$ cat config.mk
export PLATFORM = sky130hd
export DESIGN_NAME = mem_access_ctrl
export DESIGN_NICKNAME = d
export VERILOG_FILES = /design/src/rtl/mem_pkg.sv /design/src/rtl/mem_wait_timer.sv /design/src/rtl/mem_access_ctrl.sv
export SDC_FILE = /design/constraint.sdc
export NUM_CORES = 1
export LEC_CHECK = 0
export ABC_AREA = 0
export ABC_CLOCK_PERIOD_IN_PS = 2400
export BUFFER_PORTS_ARGS = -buffer_cell sky130_fd_sc_hd__clkbuf_2
export CORE_MARGIN = 1
export CORE_UTILIZATION = 43
export CTS_CLUSTER_SIZE = 40
export DETAILED_ROUTE_END_ITERATION = 8
export PLACE_DENSITY = 0.86
export SYNTH_ARGS = -nofsm -noshare
export SYNTH_HDL_FRONTEND = slang
export SYNTH_SLANG_ARGS = --single-unit
$ cat constraint.sdc
create_clock -name clock -period 2.4 [get_ports clock]
set_clock_uncertainty 0.2 [all_clocks]
set_input_delay 0.12 -clock clock [delete_from_list [all_inputs] [get_ports clock]]
set_output_delay 0.12 -clock clock [all_outputs]
set_load 0.02 [all_outputs]
$ cat src/rtl/mem_pkg.sv
`default_nettype none
// ============================================================================
//  Module  : mem_pkg
//  Purpose : Shared definitions for the data-memory access controller:
//            default bus widths, implemented depth, index width and the
//            access state encoding.
//  Revision: 1.0  initial release
// ============================================================================
package mem_pkg;

  localparam int MEM_ADDR_W = 16;
  localparam int MEM_DATA_W = 16;
  localparam int MEM_DEPTH  = 256;
  localparam int MEM_IDX_W  = $clog2(MEM_DEPTH);

  typedef enum logic [1:0] {
    ST_IDLE   = 2'd0,
    ST_SETUP  = 2'd1,
    ST_STROBE = 2'd2,
    ST_RESP   = 2'd3
  } state_t;

endpackage
`default_nettype wire

$ cat src/rtl/mem_wait_timer.sv
`default_nettype none
// ============================================================================
//  Module  : mem_wait_timer
//  Purpose : Counts the cycles a memory strobe is held. Counts 0..COUNT-1
//            while enabled and flags done on the final strobe cycle.
//  Ports   : clock   in  system clock, rising edge
//            reset_n in  asynchronous active-low reset
//            load    in  restart the count at 0
//            en      in  advance the count (strobe phase)
//            done    out count has reached COUNT-1
//  Revision: 1.0  initial release
// ============================================================================
module mem_wait_timer #(
  parameter int COUNT = 1
) (
  input  logic clock,
  input  logic reset_n,
  input  logic load,
  input  logic en,
  output logic done
);

  localparam int CNT_W = $clog2(COUNT + 1);

  logic [CNT_W-1:0] r_cnt;

  always_ff @(posedge clock or negedge reset_n) begin
    if (!reset_n) begin
      r_cnt <= '0;
    end else if (load) begin
      r_cnt <= '0;
    end else if (en && !done) begin
      r_cnt <= r_cnt + CNT_W'(1);
    end
  end

  assign done = (r_cnt == CNT_W'(COUNT - 1));

endmodule
`default_nettype wire

$ cat src/rtl/mem_access_ctrl.sv
`default_nettype none
// ============================================================================
//  Module  : mem_access_ctrl
//  Purpose : Sequences one load/store at a time into the 256x16 data memory:
//            IDLE -> SETUP (address settles) -> STROBE (READ_WAIT cycles)
//            -> RESP (held until accepted). Load data lands in the MDR.
//  Config  : MEM_ACCESS_BOUNDS_CHECK_EN - when defined, addresses >= DEPTH
//            skip the strobe and complete with fault=1; when undefined the
//            address wraps modulo DEPTH and fault is tied low.
//  Ports   : clock/reset_n          clock, async active-low reset
//            req_valid/req_ready    request handshake (ready only in IDLE)
//            req_write/addr/wdata   request contents
//            resp_valid/resp_ready  response handshake, held until accepted
//            resp_rdata             MDR contents
//            fault                  out-of-range access flag
//            mem_addr/mem_wdata     memory address / write data
//            mem_read/mem_write     memory strobes
//            mem_rdata              memory read data
//  Revision: 1.0  initial release
// ============================================================================
module mem_access_ctrl
  import mem_pkg::*;
#(
  parameter int ADDR_W    = MEM_ADDR_W,
  parameter int DATA_W    = MEM_DATA_W,
  parameter int DEPTH     = MEM_DEPTH,
  parameter int READ_WAIT = 1
) (
  input  logic              clock,
  input  logic              reset_n,
  input  logic              req_valid,
  output logic              req_ready,
  input  logic              req_write,
  input  logic [ADDR_W-1:0] req_addr,
  input  logic [DATA_W-1:0] req_wdata,
  output logic              resp_valid,
  input  logic              resp_ready,
  output logic [DATA_W-1:0] resp_rdata,
  output logic              fault,
  output logic [ADDR_W-1:0] mem_addr,
  output logic              mem_read,
  output logic              mem_write,
  output logic [DATA_W-1:0] mem_wdata,
  input  logic [DATA_W-1:0] mem_rdata
);

  state_t              r_state;
  state_t              w_next;
  logic [ADDR_W-1:0]   r_addr;
  logic [DATA_W-1:0]   r_wdata;
  logic                r_write;
  logic [DATA_W-1:0]   r_mdr;
  logic [ADDR_W-1:0]   w_addr_eff;
  logic                w_skip;
  logic                w_accept;
  logic                w_done;

  assign w_accept = req_valid && (r_state == ST_IDLE);

`ifdef MEM_ACCESS_BOUNDS_CHECK_EN
  logic r_oob;
  logic r_fault;

  assign w_addr_eff = req_addr;
  assign w_skip     = r_oob;
  assign fault      = r_fault;

  // r_oob is classified at accept; fault is raised only for the RESP phase.
  always_ff @(posedge clock or negedge reset_n) begin
    if (!reset_n) begin
      r_oob   <= 1'b0;
      r_fault <= 1'b0;
    end else begin
      if (w_accept) begin
        r_oob <= (req_addr >= ADDR_W'(DEPTH));
      end
      if (r_state == ST_SETUP && r_oob) begin
        r_fault <= 1'b1;
      end else if (r_state == ST_RESP && resp_ready) begin
        r_fault <= 1'b0;
      end
    end
  end
`else
  // Without range checking the upper address bits are discarded (wrap).
  assign w_addr_eff = req_addr % ADDR_W'(DEPTH);
  assign w_skip     = 1'b0;
  assign fault      = 1'b0;
`endif

  mem_wait_timer #(
    .COUNT (READ_WAIT)
  ) u_wait_timer (
    .clock   (clock),
    .reset_n (reset_n),
    .load    (r_state == ST_SETUP),
    .en      (r_state == ST_STROBE),
    .done    (w_done)
  );

  always_ff @(posedge clock or negedge reset_n) begin
    if (!reset_n) begin
      r_state <= ST_IDLE;
    end else begin
      r_state <= w_next;
    end
  end

  always_comb begin
    w_next = r_state;
    unique case (r_state)
      ST_IDLE:   if (req_valid)  w_next = ST_SETUP;
      ST_SETUP:  w_next = w_skip ? ST_RESP : ST_STROBE;
      ST_STROBE: if (w_done)     w_next = ST_RESP;
      ST_RESP:   if (resp_ready) w_next = ST_IDLE;
      default:   w_next = ST_IDLE;
    endcase
  end

  // Request registers feed the memory pins directly, so address/data are
  // already stable during SETUP and simply hold once the access ends.
  always_ff @(posedge clock or negedge reset_n) begin
    if (!reset_n) begin
      r_addr  <= '0;
      r_wdata <= '0;
      r_write <= 1'b0;
      r_mdr   <= '0;
    end else begin
      if (w_accept) begin
        r_addr  <= w_addr_eff;
        r_wdata <= req_wdata;
        r_write <= req_write;
      end
      if (r_state == ST_STROBE && w_done && !r_write) begin
        r_mdr <= mem_rdata;
      end
    end
  end

  // Strobes decode straight from state so an async reset drops them at once.
  assign req_ready  = (r_state == ST_IDLE);
  assign resp_valid = (r_state == ST_RESP);
  assign mem_read   = (r_state == ST_STROBE) && !r_write;
  assign mem_write  = (r_state == ST_STROBE) &&  r_write;
  assign mem_addr   = r_addr;
  assign mem_wdata  = r_wdata;
  assign resp_rdata = r_mdr;

endmodule
`default_nettype wire

After elaboration in Yosys (flattened, before gate mapping)
Cells that the tools add are included.
Operators by class
  bitwise gates (word level): 1
  reduce and logical (&&, ||, !) cells: 10
  eq/ne operators: 6
  mux-type cells: 6
  $add $sub $neg: 1
Operator list (number)
  $pmux W2 S4: 1
  $logic_and A1 B1 Y1: 6
  $mux W2: 3
  $eq A2 B2 Y1 const B: 2
  $ne A2 B2 Y1 const B: 2
  $reduce_and A3 Y1: 1
  $eq A2 B1 Y1 const B: 1
  $logic_not A2 Y1: 1
  $mux W1: 2
  $ne A2 B1 Y1 const B: 1
  $reduce_bool A2 Y1: 1
  $add A1 B1 Y1 const B: 1
  $logic_not A1 Y1: 1
  $not A1 Y1: 1
Word-level totals
  flip-flop bits (word level): 44
  output and inout port bits: 53
  logic and storage cells: 30

Depth between registers and ports, before layout
Gate-level depths: netlist of run 1.
  word-level depth: 4
  mapped depth: 7
  mapped depth without buffers: 5

Modules after synthesis
A second synthesis of run 1 with hierarchy kept.
Second synthesis, totals
  cell total of the unflattened synthesis: 118
  area total of the unflattened synthesis: 1809.2 um2
Modules (own cells, without submodules)
  mem_access_ctrl: instances 1, area an instance 1767.9 um2, seq. area each 1076.0 um2, cells each 115
  mem_wait_timer: instances 1, area an instance 41.3 um2, seq. area each 25.0 um2, cells each 3

Worst setup path after synthesis of run 1
No wires, ideal clock.
  path type: register to register
  start: register r_state[0]
  end: register r_mdr[0] (netlist: resp_rdata[0])
  slack: 0.436 ns
  setup time: 0.125 ns
  stages on the path, launching flop included: 8
  required time: 2.075 ns
  period minus slack after synthesis: 1.964 ns
  buffers on the path: 2
  arrival: 1.639 ns
  cell sequence: dfrtp_1 > inv_1 > ha_1 > nor2b_4 > nor2b_4 > buf_6 > buf_12 > mux2_4
Between the ends
  cells in the longest elaborated chain, start to end: 3
RTL lines
  from (decl): line mem_access_ctrl.sv:47  | state_t r_state;
  from (signal assigned): line mem_access_ctrl.sv:105  | r_state <= w_next;
  $eq A2 B2 Y1: line mem_access_ctrl.sv:134  | if (r_state == ST_STROBE && w_done && !r_write) begin
  $logic_and A1 B1 Y1 (2 in a row): line mem_access_ctrl.sv:134
  to (signal assigned): line mem_access_ctrl.sv:135  | r_mdr <= mem_rdata;
  to (decl): line mem_access_ctrl.sv:52  | logic [DATA_W-1:0] r_mdr;
No other way between the ends.
A chain may end at the register's enable or synchronous reset.

Worst setup path after layout of run 1
  start: register r_state[0]
  end: register r_mdr[7] (netlist: resp_rdata[7])
The elaborated chain is that of the path after synthesis.

==> results of run 1 <==
## metal layers
metal	track usage (%)	wire length, µm	vias up
met5	0	0	-
met4	8.33	97	0
met3	6.67	270	11
met2	38.7	2440	68
met1	22.4	1610	665
li1	-	-	648
## final timing paths
kind	end	depth (start not counted)	slack (ns)
worst max-delay path	resp_rdata[7]	6	0.34
worst min-delay path	r_state[0]	3	0.07
worst max register to register	resp_rdata[7]	6	0.34
worst min register to register	mem_wdata[1]	1	0.31
max in group asynchronous	resp_rdata[13]	3	1.38
min in group asynchronous	mem_wdata[4]	3	0.23
## cell families (layout without fill, tap and decap cells)
| logic type | count (synthesis) | count (layout) | synth area share [%] |
|---|---|---|---|
| flops | 44 | 44 | 58.7 |
| compound gates | 1 | 1 | 0.467 |
| mux | 43 | 43 | 27.8 |
| simple gates | 7 | 7 | 2.87 |
| other cells | 1 | 9 | 0.200 |
| fa+ha+maj | 5 | 5 | 3.34 |
| buf+inv | 17 | 145 | 6.61 |
## through the flow
step | instances | total power, µW
6_report | 304 | 3600
4_1_cts | 304 | 3610
2_1_floorplan | 126 | 2580
5_1_grt | 304 | 3850
3_3_place_gp | 254 | 3030
3_5_place_dp | 254 | 3090
## sequential cells by signal, summed over array words and instances, names as in the netlist
| register | count |
|---|---|
| u_wait_timer.r_cnt | 1 |
| r_write | 1 |
| mem_wdata | 16 |
| mem_addr | 8 |
| resp_rdata | 16 |
| r_state | 2 |
## cell usage after synthesis (all sizes together)
cell / n
dfrtp: 44
mux2: 42
buf: 13
ha: 5
inv: 4
nand2: 2
nor2b: 2
and2: 1
conb: 1
mux2i: 1
nor2: 1
nor3b: 1
o221ai: 1
## power breakdown
part | switching [µW] | internal (µW)
clock | 247 | 203
sequential | 216 | 1120
combinational | 967 | 842
## layout make-up
class                           instances  area, µm²  share of cell area [%]
Sequential cell                        44       1100                    38.9
Inverter                                4       15.0                   0.531
Clock inverter                          3       18.8                   0.663
Tap cell                               50       62.6                    2.21
Multi-Input combinational cell         65        679                    24.0
Timing Repair Buffer                  133        883                    31.2
Clock buffer                            5       68.8                    2.43
## worst reg2reg max path, stage by stage, from the launching register on
cell and delay [ns]:
dfrtp_1 0.42, inv_1 0.13, ha_1 0.25, nor2b_4 0.18, nor2b_4 0.13, buf_4 0.27, mux2_2 0.38
## cells in the final DEF, fill, tap and decap left out, types with 2 or more instances in the layout
cell and n:
buf_4 3, nand2_1 2, dlygate4sd3_1 42, inv_1 4
conb_1 9, dfrtp_1 44, ha_1 5, clkbuf_8 5
clkinv_2 2, mux2_2 32, clkbuf_2 88, nor2b_4 2
mux2_4 10
## what timing repair did
item                                   4_1_cts  5_1_grt
hold buffers                                42        0
endpoints found under the hold margin       85        0
setup endpoints to repair                    0        0
==> flow_metrics.py, run 1 <==
metrics = {
    "clock_tree": {
        "cts_tree": "yes",
        "clockBufferDepth": 2,
        "cts_setup_buffers": 0,
        "htreeDepth": 2,
        "clk_latency_ns": 0.29,
        "cts_buffers": 5,
        "cts-root-buf": "clkbuf_8",
        "cts.sinks": 44,
        "path_clk_slew_ns": 0.09,
        "cts_resized": 0,
    },
    "logic_synthesis": {
        "synth.area.top_cells": "dfrtp_1, mux2_2, mux2_4, buf_4, ha_1",
        "syn_inst": 118,
        "syn_area_um2": 1870,
        "yosysWarningCount": 0,
        "yosysSeqAreaShare_pct": 58.7,
        "syn_avg_cell_area_um2": 15.9,
        "ys_types": 17,
        "yosysTopAreaCell": "dfrtp_1",
        "synth_top_area_share_pct": 58.7,
        "synth-seq-cells": 44,
    },
    "detailed_routing": {
        "drt_wl_total_um": 4420,
        "drc": 0,
        "vias_per_cell": 4.58,
        "num_vias": 1392,
        "drt_first_iter_violations": 42,
        "ant_nets": 0,
        "avgRoutedWirePerCell_um": 14.5,
        "dr.pass1.iters": 3,
    },
    "sta": {
        "worst_pin_slew_ns": 0.551,
        "timing.final.crit_share_pct": 86.0,
        "final.setup.tns_ns": 0,
        "drv_slew": 0,
        "fmax_ghz": 0.484,
        "period_needed_ns": 2.06,
        "rsz0062_at_grt": "no",
        "hold_violations": 0,
        "hold_ws_ns": 0.0712,
        "setup_viol": 0,
        "slew_headroom_pct": 63.3,
        "setup_slack_ns": 0.336,
    },
    "setup_path": {
        "r2r-start": "r_state[0]",
        "cp.required_ns": 2.38,
        "crit_fanout": 16,
        "worstSetupPathType": "flip-flop to flip-flop",
        "arrival_ns": 2.05,
        "critPathTopFamily": "flip-flops",
        "startpoint": "r_state[0]",
        "cp_common_cell": "nor2b_4",
        "cp_slowest_cell": "dfrtp_1",
        "slowest_delay_ns": 0.42,
        "crit_chain": "inv_1 -> ha_1 -> nor2b_4 -> nor2b_4 -> buf_4 -> mux2_2",
        "path_buf_inv": 2,
        "endpoint_kind": "flip-flop",
        "cp-start-kind": "flip-flop",
    },
    "layout": {
        "n_antenna_cell": 0,
        "fin_util_pct": 69.2,
        "syn_to_final_growth_pct": 50.9,
        "fin_nets": 311,
        "drive_above_1_share_pct": 56.7,
        "n_fill_cell": 292,
        "stdcell_area_um2": 2830,
    },
    "global_routing": {
        "grt_pass1_wl_um": 7020,
        "grt.total_usage_pct": 21.2,
        "grt_pass1_vias": 1522,
        "grt.overflow.total": 0,
        "grt_max_degree": 45,
        "antenna_found_initial": 0,
    },
    "hold_path": {
        "hold_class": "primary input to flip-flop",
        "hp-start": "resp_ready",
    },
    "placed_design": {
        "io_buffer_count": 88,
        "place_congestion": 0.737,
        "placed_cell_area_um2": 2320,
        "place_ws_ns": 0.340,
        "hpwl_um": 2560,
    },
    "floorplanning": {
        "coreArea_um2": 4090,
        "rows": 23,
        "pin_count": 106,
        "die_h_um": 68.0,
        "start_util_pct": 45.9,
        "dieWidth_um": 68.0,
        "dieArea_um2": 4630,
    },
    "power": {
        "irDropWorstVdd_mv": 0.759,
        "p_leak_uw": 0.00144,
        "p_per_area_nw_per_um2": 1270,
    },
    "run_status": {
        "status": "finished, final reports clean",
    },
    "run": {
        "cap_viol_max_count": 0,
    },
}
Note: power is estimated with default switching activity, not from simulation.
==> run 2, diff against run 1 <==
--- a/config.mk
+++ b/config.mk
@@ -9,10 +9,10 @@
 export ABC_CLOCK_PERIOD_IN_PS = 2400
 export BUFFER_PORTS_ARGS = -buffer_cell sky130_fd_sc_hd__clkbuf_2
 export CORE_MARGIN = 1
-export CORE_UTILIZATION = 43
+export CORE_UTILIZATION = 38
 export CTS_CLUSTER_SIZE = 40
 export DETAILED_ROUTE_END_ITERATION = 8
-export PLACE_DENSITY = 0.86
+export PLACE_DENSITY_LB_ADDON = 0.2
 export SYNTH_ARGS = -nofsm -noshare
 export SYNTH_HDL_FRONTEND = slang
 export SYNTH_SLANG_ARGS = --single-unit
==> flow_metrics.py, run 2 (synthesized netlist as in run 1, its figures left out) <==
metrics = {
    "layout": {
        "syn_to_final_growth_pct": 52.3,
        "fin_util_pct": 60.5,
        "final_cell_mix": "clkbuf_2, dfrtp_1, dlygate4sd3_1, mux2_2, mux2_4",
        "regArea_um2": 1100,
        "n_antenna_cell": 0,
        "drive_above_1_share_pct": 56.7,
        "stdcell_area_um2": 2860,
        "layout_commonest_cell": "clkbuf_2",
        "fin_nets": 311,
        "n_fill_cell": 371,
        "multi_input_area_um2": 679,
    },
    "placed_design": {
        "place_ws_ns": 0.351,
        "place_congestion": 0.768,
        "hpwl_um": 2780,
        "placed_cell_area_um2": 2340,
        "io_buffer_count": 88,
    },
    "sta": {
        "period_needed_ns": 2.04,
        "drv_slew": 0,
        "worst_pin_slew_ns": 0.518,
        "rsz0062_at_grt": "no",
        "hold_violations": 0,
        "final.setup.tns_ns": 0,
        "timing.final.crit_share_pct": 84.9,
        "setup_viol": 0,
        "fmax_ghz": 0.491,
        "slew_headroom_pct": 65.5,
        "setup_slack_ns": 0.362,
    },
    "power": {
        "p_per_area_nw_per_um2": 1260,
        "p_leak_uw": 0.00144,
        "irDropWorstVdd_mv": 0.699,
    },
    "setup_path": {
        "crit_fanout": 16,
        "r2r_slack_ns": 0.36,
        "r2r_end": "resp_rdata[6]",
        "r2r-start": "r_state[0]",
        "endpoint_kind": "flip-flop",
        "cp-start-kind": "flip-flop",
        "cp.required_ns": 2.38,
        "arrival_ns": 2.02,
        "ff2ff_path_depth": 6,
        "worstSetupPathType": "flip-flop to flip-flop",
    },
    "clock_tree": {
        "cts-root-buf": "clkbuf_8",
        "cts_buffers": 5,
        "cts.sinks": 44,
        "clockBufferDepth": 2,
        "path_clk_slew_ns": 0.08,
        "clk_latency_ns": 0.29,
        "cts_resized": 0,
        "cts_tree": "yes",
        "htreeDepth": 2,
    },
    "global_routing": {
        "antenna_found_initial": 0,
        "grt_pass1_vias": 1494,
        "grt.total_usage_pct": 16.6,
        "grt.overflow.total": 0,
        "grt_pass1_wl_um": 6580,
        "grt_max_degree": 26,
    },
    "detailed_routing": {
        "vias_per_cell": 4.38,
        "num_vias": 1406,
        "dr.pass1.iters": 4,
        "avgRoutedWirePerCell_um": 13.2,
        "drt_wl_total_um": 4240,
        "ant_nets": 0,
        "drt_first_iter_violations": 38,
        "drc": 0,
    },
    "floorplanning": {
        "rows": 25,
        "pin_count": 106,
        "coreArea_um2": 4720,
        "dieWidth_um": 72.2,
        "dieArea_um2": 5220,
        "start_util_pct": 39.7,
        "die_h_um": 72.2,
    },
    "run": {
        "cap_viol_max_count": 0,
    },
    "hold_path": {
        "hold_class": "primary input to flip-flop",
        "min_path_cells": 3,
        "hp-start": "resp_ready",
        "min_to": "r_state[0]",
    },
    "run_status": {
        "status": "finished, final reports clean",
    },
}
[run 2: how the worst max path moves through the flow]
stage	cells past startpoint	end	start	slack, ns
finish	6	resp_rdata[6]	r_state[0]	0.36
global placement	6	resp_rdata[6]	r_state[0]	0.42
global route	6	resp_rdata[5]	r_state[0]	0.27
detailed placement	6	resp_rdata[5]	r_state[0]	0.35
floorplan	7	resp_rdata[0]	r_state[0]	0.44
CTS	6	resp_rdata[5]	r_state[0]	0.34
[run 2: layout make-up]
cell class	count	area share, %
clock buffers	6	2.89
clock inverters	2	0.351
inverters	4	0.526
multi-input cells	65	23.8
flip-flops and latches	44	38.6
well taps	67	2.94
repair buffers	133	30.9
[run 2: stage by stage]
step | total power, µW | instances | hold WS, ns
2_1_floorplan | 2580 | 126 | -0.376
3_3_place_gp | 3030 | 271 | -0.0915
3_5_place_dp | 3100 | 271 | -0.0799
4_1_cts | 3640 | 321 | 0.0686
5_1_grt | 3820 | 321 | 0.0965
6_report | 3600 | 321 | 0.105
[run 2: worst max-delay path: stages (launching register included)]
cell and delay [ns]:
dfrtp_1 0.41, inv_1 0.13, ha_1 0.25, nor2b_4 0.18, nor2b_4 0.13, buf_4 0.26, mux2_2 0.37
[run 2: what timing repair did]
action	CTS	global route
hold endpoints to repair	61	0
buffers inserted	0	0
hold buffers	42	0
setup endpoints to repair	0	0
[run 2: power breakdown]
part / internal [µW] / switching (µW) / total, µW
sequential: 1120 / 211 / 1330
clock: 230 / 233 / 462
combinational: 844 / 960 / 1800
[run 2: per-layer routing]
| metal | GRT usage (%) | up-vias | share of wire, % |
|---|---|---|---|
| met1 | 17.0 | 684 | 36 |
| li1 | - | 648 | - |
| met5 | 0 | - | 0 |
| met4 | 5.88 | 0 | 1.7 |
| met2 | 31.3 | 65 | 55 |
| met3 | 5.42 | 9 | 6.8 |
==> run 3, diff against run 2 <==
--- a/config.mk
+++ b/config.mk
@@ -6,7 +6,7 @@
 export NUM_CORES = 1
 export LEC_CHECK = 0
 export ABC_AREA = 0
-export ABC_CLOCK_PERIOD_IN_PS = 2400
+export ABC_CLOCK_PERIOD_IN_PS = 1980
 export BUFFER_PORTS_ARGS = -buffer_cell sky130_fd_sc_hd__clkbuf_2
 export CORE_MARGIN = 1
 export CORE_UTILIZATION = 38
==> constraint.sdc (replaced) <==
create_clock -name clock -period 1.98 [get_ports clock]
set_clock_uncertainty 0.2 [all_clocks]
set_input_delay 0.099 -clock clock [delete_from_list [all_inputs] [get_ports clock]]
set_output_delay 0.099 -clock clock [all_outputs]
set_load 0.02 [all_outputs]
==> flow_metrics.py, run 3 (synthesized netlist as in run 1, its figures left out) <==
metrics = {
    "layout": {
        "final_cell_mix": "clkbuf_2, dfrtp_1, dlygate4sd3_1, mux2_2, mux2_4",
        "fin_nets": 312,
        "fin_util_pct": 61.2,
        "layout_commonest_cell": "clkbuf_2",
        "syn_to_final_growth_pct": 54.3,
        "drive_above_1_share_pct": 56.7,
        "n_antenna_cell": 0,
    },
    "detailed_routing": {
        "vias_per_cell": 4.33,
        "dr.pass1.iters": 3,
        "num_vias": 1389,
        "drt_wl_total_um": 4230,
        "drc": 0,
        "ant_nets": 0,
        "avgRoutedWirePerCell_um": 13.2,
        "drt_first_iter_violations": 27,
    },
    "sta": {
        "final.setup.tns_ns": 0,
        "drv_slew": 0,
        "fmax_ghz": 0.538,
        "period_needed_ns": 1.86,
        "setup_viol": 0,
        "rsz0062_at_grt": "no",
        "hold_violations": 0,
        "timing.final.crit_share_pct": 93.8,
        "hold_ws_ns": 0.0706,
    },
    "floorplanning": {
        "pin_count": 106,
        "rows": 25,
        "dieWidth_um": 72.2,
        "start_util_pct": 39.7,
        "coreArea_um2": 4720,
        "die_h_um": 72.2,
        "dieArea_um2": 5220,
    },
    "setup_path": {
        "arrival_ns": 1.83,
        "r2r_end": "resp_rdata[8]",
        "cp.required_ns": 1.96,
        "cp_slowest_cell": "dfrtp_1",
        "path_buf_inv": 2,
        "cp-start-kind": "flip-flop",
        "ff2ff_path_depth": 6,
        "cp.depth": 6,
        "cp_common_cell": "nor2b_4",
        "r2r-start": "r_state[0]",
        "endpoint_kind": "flip-flop",
        "critPathTopFamily": "flip-flops",
        "crit_fanout": 16,
        "worstSetupPathType": "flip-flop to flip-flop",
        "r2r_slack_ns": 0.12,
        "slowest_delay_ns": 0.40,
        "crit_chain": "inv_1 -> ha_1 -> nor2b_4 -> nor2b_4 -> buf_12 -> mux2_2",
    },
    "global_routing": {
        "grt_max_degree": 26,
        "grt.total_usage_pct": 17.4,
        "grt_pass1_vias": 1487,
        "grt.overflow.total": 0,
        "antenna_found_initial": 0,
        "grt_pass1_wl_um": 6740,
    },
    "clock_tree": {
        "htreeDepth": 2,
        "cts_buffers": 5,
        "path_clk_slew_ns": 0.08,
        "clk_latency_ns": 0.29,
        "cts-root-buf": "clkbuf_8",
        "cts_tree": "yes",
        "clockBufferDepth": 2,
        "cts.sinks": 44,
    },
    "power": {
        "finalPower_uw": 4440,
        "p_per_area_nw_per_um2": 1540,
        "p_leak_uw": 0.00146,
        "irDropWorstVdd_mv": 1.04,
    },
    "hold_path": {
        "min_path_cells": 3,
        "hold_class": "primary input to flip-flop",
        "min_to": "r_state[0]",
        "hp-start": "resp_ready",
    },
    "placed_design": {
        "hpwl_um": 2810,
        "io_buffer_count": 88,
        "place_congestion": 0.747,
    },
    "run": {
        "cap_viol_max_count": 0,
    },
    "run_status": {
        "status": "finished, final reports clean",
    },
}
==> run 3: worst max-delay path by stage <==
stage | from | endpoint | slack, ns
after global routing | r_state[0] | resp_rdata[8] | 0.03
after CTS | r_state[0] | resp_rdata[8] | 0.11
after detailed placement | r_state[0] | resp_rdata[8] | 0.11
final | r_state[0] | resp_rdata[8] | 0.12
after floorplan | r_state[0] | resp_rdata[0] | 0.02
after global placement | r_state[0] | resp_rdata[6] | 0.17
==> run 3: routing by layer <==
metal | GRT usage, % | vias to the layer above | part of all wire, %
met5 | 0 | - | 0
met4 | 6.97 | 0 | 2.1
met3 | 6.11 | 9 | 6.2
met2 | 32.0 | 68 | 54
met1 | 18.0 | 663 | 38
li1 | - | 649 | -
==> run 3: what timing repair did <==
action	in CTS	in global routing
endpoints found under the hold margin	61	0
hold buffers	42	0
gates resized for setup	0	0
setup buffers	0	0
==> run 3: worst register-to-register path: stages (launching register included) <==
cell and delay [ns]:
dfrtp_1 0.40, inv_1 0.13, ha_1 0.19, nor2b_4 0.15, nor2b_4 0.16, buf_12 0.17, mux2_2 0.35
==> run 3: stage by stage <==
stage / worst slack, ns / area [µm²] / cells
global placement: 0.171 / 2370 / 272
global route: 0.0337 / 2890 / 321
detailed placement: 0.112 / 2370 / 272
floorplan: 0.0160 / 1900 / 126
finish: 0.122 / 2890 / 321
CTS: 0.105 / 2890 / 321
==> run 3: final cells by class <==
type / count / area, µm²
clock buffer: 7 / 96.3
fill: 361 / 1830
inverter: 4 / 15.0
multi-input combinational: 65 / 679
sequential: 44 / 1100
tap: 67 / 83.8
timing repair buffer: 134 / 916
==> run 3: report_power, final <==
group / switching (µW) / internal (µW) / leakage, µW
combinational: 1180 / 1070 / 0.000885
sequential: 253 / 1360 / 0.000519
clock: 272 / 310 / 0.0000503
